--- src/rtl/mem_port_arbiter.sv ---
// Two-port round-robin arbiter with bounded burst lock in front of a single-port BRAM.
// Issues registered BRAM accesses and routes read data back via a tag pipeline.
module mem_port_arbiter #(
  parameter int unsigned ADDR_W       = 13,
  parameter int unsigned DATA_W       = 8,
  parameter int unsigned READ_LATENCY = 1,
  parameter int unsigned MAX_BURST    = 8
) (
  input  logic              clk,
  input  logic              rst,
  input  logic              req0,
  input  logic              req1,
  input  logic              we0,
  input  logic              we1,
  input  logic              lock0,
  input  logic              lock1,
  input  logic [ADDR_W-1:0] addr0,
  input  logic [ADDR_W-1:0] addr1,
  input  logic [DATA_W-1:0] wdata0,
  input  logic [DATA_W-1:0] wdata1,
  output logic              gnt0,
  output logic              gnt1,
  output logic              rvalid0,
  output logic              rvalid1,
  output logic [DATA_W-1:0] rdata0,
  output logic [DATA_W-1:0] rdata1,
  output logic              ena,
  output logic              wea,
  output logic [ADDR_W-1:0] addra,
  output logic [DATA_W-1:0] dina,
  input  logic [DATA_W-1:0] douta
);

  localparam int unsigned TAG_D = READ_LATENCY + 1;

  typedef enum logic [1:0] {IDLE, OWN0, OWN1} own_e;

  own_e              state_q, state_d;
  logic              last_q, last_d;
  logic [7:0]        burst_cnt_q, burst_cnt_d;
  logic              ena_q, ena_d;
  logic              wea_q, wea_d;
  logic [ADDR_W-1:0] addra_q, addra_d;
  logic [DATA_W-1:0] dina_q, dina_d;
  logic [TAG_D-1:0]  tag_vld_q, tag_vld_d;
  logic [TAG_D-1:0]  tag_id_q, tag_id_d;
  logic              rvalid0_q, rvalid0_d;
  logic              rvalid1_q, rvalid1_d;
  logic [DATA_W-1:0] rdata0_q, rdata0_d;
  logic [DATA_W-1:0] rdata1_q, rdata1_d;
  logic              burst_ok;

  // Grant decision: held lock first, then single requester, then round-robin tie break.
  always_comb begin
    gnt0     = 1'b0;
    gnt1     = 1'b0;
    burst_ok = (burst_cnt_q < 8'(MAX_BURST));
    if (rst) begin
      gnt0 = 1'b0;
      gnt1 = 1'b0;
    end else if (state_q == OWN0 && req0 && lock0 && (burst_ok || !req1)) begin
      gnt0 = 1'b1;
    end else if (state_q == OWN1 && req1 && lock1 && (burst_ok || !req0)) begin
      gnt1 = 1'b1;
    end else if (req0 && !req1) begin
      gnt0 = 1'b1;
    end else if (req1 && !req0) begin
      gnt1 = 1'b1;
    end else if (req0 && req1) begin
      gnt0 = last_q;
      gnt1 = !last_q;
    end
  end

  // Next-state: owner/burst tracking, BRAM port load, read tag pipeline and return.
  always_comb begin
    state_d     = IDLE;
    last_d      = last_q;
    burst_cnt_d = 8'd0;
    ena_d       = 1'b0;
    wea_d       = 1'b0;
    addra_d     = addra_q;
    dina_d      = dina_q;
    if (gnt0 || gnt1) begin
      state_d = gnt1 ? OWN1 : OWN0;
      last_d  = gnt1;
      if (state_q == state_d) begin
        burst_cnt_d = (burst_cnt_q == 8'hFF) ? burst_cnt_q : burst_cnt_q + 8'd1;
      end else begin
        burst_cnt_d = 8'd1;
      end
      ena_d   = 1'b1;
      wea_d   = gnt1 ? we1 : we0;
      addra_d = gnt1 ? addr1 : addr0;
      dina_d  = gnt1 ? wdata1 : wdata0;
    end
    tag_vld_d = {tag_vld_q[TAG_D-2:0], (gnt0 || gnt1) && !wea_d};
    tag_id_d  = {tag_id_q[TAG_D-2:0], gnt1};
    rvalid0_d = tag_vld_q[TAG_D-1] && !tag_id_q[TAG_D-1];
    rvalid1_d = tag_vld_q[TAG_D-1] && tag_id_q[TAG_D-1];
    rdata0_d  = rvalid0_d ? douta : rdata0_q;
    rdata1_d  = rvalid1_d ? douta : rdata1_q;
  end

  always_ff @(posedge clk) begin
    if (rst) begin
      state_q     <= IDLE;
      last_q      <= 1'b1;
      burst_cnt_q <= 8'd0;
      ena_q       <= 1'b0;
      wea_q       <= 1'b0;
      addra_q     <= '0;
      dina_q      <= '0;
      tag_vld_q   <= '0;
      tag_id_q    <= '0;
      rvalid0_q   <= 1'b0;
      rvalid1_q   <= 1'b0;
      rdata0_q    <= '0;
      rdata1_q    <= '0;
    end else begin
      state_q     <= state_d;
      last_q      <= last_d;
      burst_cnt_q <= burst_cnt_d;
      ena_q       <= ena_d;
      wea_q       <= wea_d;
      addra_q     <= addra_d;
      dina_q      <= dina_d;
      tag_vld_q   <= tag_vld_d;
      tag_id_q    <= tag_id_d;
      rvalid0_q   <= rvalid0_d;
      rvalid1_q   <= rvalid1_d;
      rdata0_q    <= rdata0_d;
      rdata1_q    <= rdata1_d;
    end
  end

  assign ena     = ena_q;
  assign wea     = wea_q;
  assign addra   = addra_q;
  assign dina    = dina_q;
  assign rvalid0 = rvalid0_q;
  assign rvalid1 = rvalid1_q;
  assign rdata0  = rdata0_q;
  assign rdata1  = rdata1_q;

endmodule
--- config.mk ---
export PLATFORM = sky130hd
export DESIGN_NAME = mem_port_arbiter
export DESIGN_NICKNAME = d
export VERILOG_FILES = /design/src/rtl/mem_port_arbiter.sv
export SDC_FILE = /design/constraint.sdc
export NUM_CORES = 1
export LEC_CHECK = 0
export BUFFER_PORTS_ARGS = -buffer_cell sky130_fd_sc_hd__buf_4
export CORE_MARGIN = 1.5
export CORE_UTILIZATION = 51
export DETAILED_ROUTE_END_ITERATION = 8
export GPL_TIMING_DRIVEN = 0
export HOLD_SLACK_MARGIN = 0.02
export PLACE_DENSITY = 0.82
export SYNTH_ARGS = -nofsm -noshare
export SYNTH_HDL_FRONTEND = slang
export SYNTH_SLANG_ARGS = --single-unit
export TNS_END_PERCENT = 50
--- constraint.sdc ---
create_clock -name clk -period 5.1 [get_ports clk]
set_clock_uncertainty 0.15 [all_clocks]
set_input_delay 0.765 -clock clk [delete_from_list [all_inputs] [get_ports clk]]
set_output_delay 0.765 -clock clk [all_outputs]
set_load 0.1 [all_outputs]
==> metrics.md <==
| Metric | Value |
|---|---|
| Most frequent cell after synthesis | dfxtp_1 |
| Initial core utilization | 53.37% |
| Post-synthesis cell count | 275 |
| Port Buffers | 100 |
| DIE AREA | 5036 um^2 |
| Pin count of the biggest net entering global routing | 16 |
| Max IR drop VDD | 0.1651 mV |
| Layout cells sized above 1 | 33.33% |
| Slowest stage delay, CP | 0.60 ns |
| Pre-CTS setup slack | 2.136 ns |
| Unique masters post-synth | 39 |
| Nets | 441 |
| Max Slew Vio Count | 0 |
| Avg Synthesized Cell Area | between 8 and 9 um^2 |
| CTS tree | built |
| Max-Cap Viols | 0 |
| Clk buf depth | 2 |
| Global-route wire length before repair | 9.563 mm |
| Via count | around 2,400 |
| Cell taking the most area after synthesis | dfxtp_1 |
| Postcts setup bufs | 0 |
| First-iteration detailed-routing DRC count | 113 |
| Synth top cells by count | dfxtp_1, nand2_1, a21oi_1 |
| # hold bufs at CTS | 0 |
| Routed Antenna Nets | 0 |
| Clock latency on the worst-skew pair | 0.30 ns |
| Diode count | 0 |
| Synthesis-stage register bit count | 56 |
| Total congestion overflow | 0 |
| Post-Syn Area | 2356 um^2 |
| Period utilization | between 60% and 70% |
| Post-cts sizing count | 0 |
| DRT Pass-1 Iters | 4 |
| Root buffer cell | clkbuf_8 |
| Syn_nets | 334 |
| Worst Max-Slew Pin Slew | between 0.5 and 0.6 ns |
| RSZ-0062 raised after global routing | false |
| Top cells by area, synth | dfxtp_1, a21oi_1, nand2_1 |
| Setup crit start kind | flip-flop |
| Slowest cell on crit path | or4_4 |
| Clock transition at the registers of the reported paths | 0.09 ns |
| Worst rel slew slack | 65.73% |
| Final setup viols | 0 |
| Warnings from Yosys | 0 |
| CTS buffer count | 5 |
| Vias/cell | roughly 5.4 |
| WS Path Type | reg -> out |
| Chip width | between 70 and 80 um |
| Leak | 1.406 nW |
| FMAX | 307.8 MHz |
| Post-Route WL | a little under 6 mm |
| Reg2reg start | burst_cnt_q[6]$_SDFFE_PP0P_ |
| R2R setup slack | 2.74 ns |
| Max FO, Critical Path | 10 |
| Seq/Total Area, Yosys | 47.58% |
| Power Density | 321.3 nW/um^2 |
| Worst reg2reg endpoint | addra[4]$_SDFFE_PP0P_ |
| Fillers | 343 |
| Worst Hold Depth | 1 |
| Fin util | between 70% and 80% |
| Core Rows | 24 |
| Final WS setup | 1.851 ns |
| Crit end category | primary output |
| H-tree depth | 2 |
| Area of the multi-input gates | between 1000 and 1500 um^2 |
| Tot GR Track Use | 23.26% |
| Core box area | ~4400 um^2 |
| Crit path cell chain | or4_4, nor4_2, o21ai_4, inv_4, buf_6, buf_4 |
| Tightest Hold Check Type | reg -> reg |
| I/O Pins | a little over 100 |
| Height of the die | 70.97 um |
| Drt wl/cell | 13.71 um |
| Clock sinks | 56 |
| Async SR Flop Fraction | 0% |
| Outcome | finished clean |
| Final GP Congestion | 0.8227 |
| Dpl hpwl | 4.495 mm |
| Initial antenna violation count | 0 |
| EDFF count, synth | 0 |
| Fin crit period | 3.249 ns |
| Reg2reg path depth | 6 |
| Worst Setup EP | gnt1 |
| Worst Path Required | ~4.2 ns |
| Setup TNS Final | 0 ns |
| WP data arrival | 2.33 ns |
| Dominant synthesized flop cell | dfxtp_1 |
| Area fraction of the dominant cell type after synthesis | a little under half |
| Final Hold Viols | 0 |
| Critical path origin | burst_cnt_q[6]$_SDFFE_PP0P_ |
| DRC violations left | 0 |
| Vias in the first global route | around 2,100 |
| Syn-to-layout area delta | 38.82% |
| Register area | 1121 um^2 |
## through the flow
stage | area, um^2 | hold WS [ns] | power, W | cells
finish | 3271 | 0.2886 | 0.001051 | 433
global route | 3271 | 0.3058 | 0.001091 | 433
CTS | 3271 | 0.2944 | 0.001059 | 433
detailed placement | 3172 | 0.2720 | 0.0007896 | 427
global placement | 3172 | 0.2680 | 0.0007856 | 427
floorplan | 2356 | 0.2638 | 0.0007024 | 275
## cells by family (layout without fill, tap and decap cells)
group | after synthesis | count (layout) | synth area share, %
flip-flops | 56 | 56 | 47.58
AND/OR/NAND/NOR | 118 | 118 | 23.53
buffers and inverters | 23 | 129 | 5.204
adder cells (fa/ha/maj) | 1 | 1 | 0.5310
multiplexers | 2 | 2 | 0.8497
XOR/XNOR | 4 | 4 | 1.487
AO/OA/AOI/OAI | 71 | 71 | 20.82
## layer usage
layer	vias up	routed length, um	GRT usage, %
met2	79	2991	39.88
met4	0	61	7.338
met1	1108	2548	30.31
met5	-	0	0
met3	5	333	3.419
li1	1163	-	-
## worst min-delay path by stage
stage / to / slack [ns] / startpoint
CTS: tag_id_q[1]$_SDFF_PP0_ / 0.29 / tag_id_q[0]$_SDFF_PP0_
detailed placement: tag_id_q[1]$_SDFF_PP0_ / 0.27 / tag_id_q[0]$_SDFF_PP0_
global placement: tag_id_q[1]$_SDFF_PP0_ / 0.27 / tag_id_q[0]$_SDFF_PP0_
finish: tag_id_q[1]$_SDFF_PP0_ / 0.29 / tag_id_q[0]$_SDFF_PP0_
global route: tag_vld_q[1]$_SDFF_PP0_ / 0.31 / tag_vld_q[0]$_SDFF_PP0_
floorplan: tag_id_q[1]$_SDFF_PP0_ / 0.26 / tag_id_q[0]$_SDFF_PP0_
## worst max-delay path: cells and delay by family (launching register included)
kind | cells | cell delay (ns)
AND/OR/NAND/NOR | 2 | 0.95
buffers and inverters | 3 | 0.57
AO/OA/AOI/OAI | 1 | 0.14
flip-flops | 1 | 0.36
## sequential cells by signal, indices dropped and copies added, names as in the netlist
register,cells
state_q,2
addra,13
rdata1,8
tag_vld_q,2
wea,1
tag_id_q,2
ena,1
rvalid1,1
rvalid0,1
dina,8
burst_cnt_q,8
last_q,1
rdata0,8
## area by class of cell
type / instances / area share [%]
buffer: 17 / 2.984
clock buffer: 5 / 2.104
clock inverter: 1 / 0.9181
inverter: 6 / 0.7651
multi-input combinational: 196 / 34.01
sequential: 56 / 34.28
tap: 52 / 1.989
timing repair buffer: 100 / 22.95
## report_power, final
group	total [W]	internal [W]	switching (W)
clock	0.000271	0.000141	0.000130
sequential	0.000475	0.000461	0.0000139
combinational	0.000304	0.0000861	0.000218
## cells in the final DEF, fill, tap and decap left out, types with 2 or more instances in the layout
master / synthesis / layout
nand3_1: 10 / 10
nand2_1: 51 / 51
or3_4: 2 / 2
a211oi_2: 3 / 3
nor2_1: 31 / 31
dfxtp_1: 56 / 56
nand2b_1: 2 / 2
buf_4: 2 / 102
clkbuf_1: 6 / 6
buf_1: 3 / 3
a21oi_1: 40 / 40
inv_1: 5 / 5
xor2_1: 4 / 4
mux2i_1: 2 / 2
buf_2: 3 / 3
buf_6: 3 / 3
clkbuf_8: 0 / 5
nor2b_1: 4 / 4
nand4_1: 4 / 4
and3_1: 3 / 3
nor3_1: 3 / 3
a211oi_1: 19 / 19
o21ai_0: 2 / 2
(Power assumes the default switching activity.)
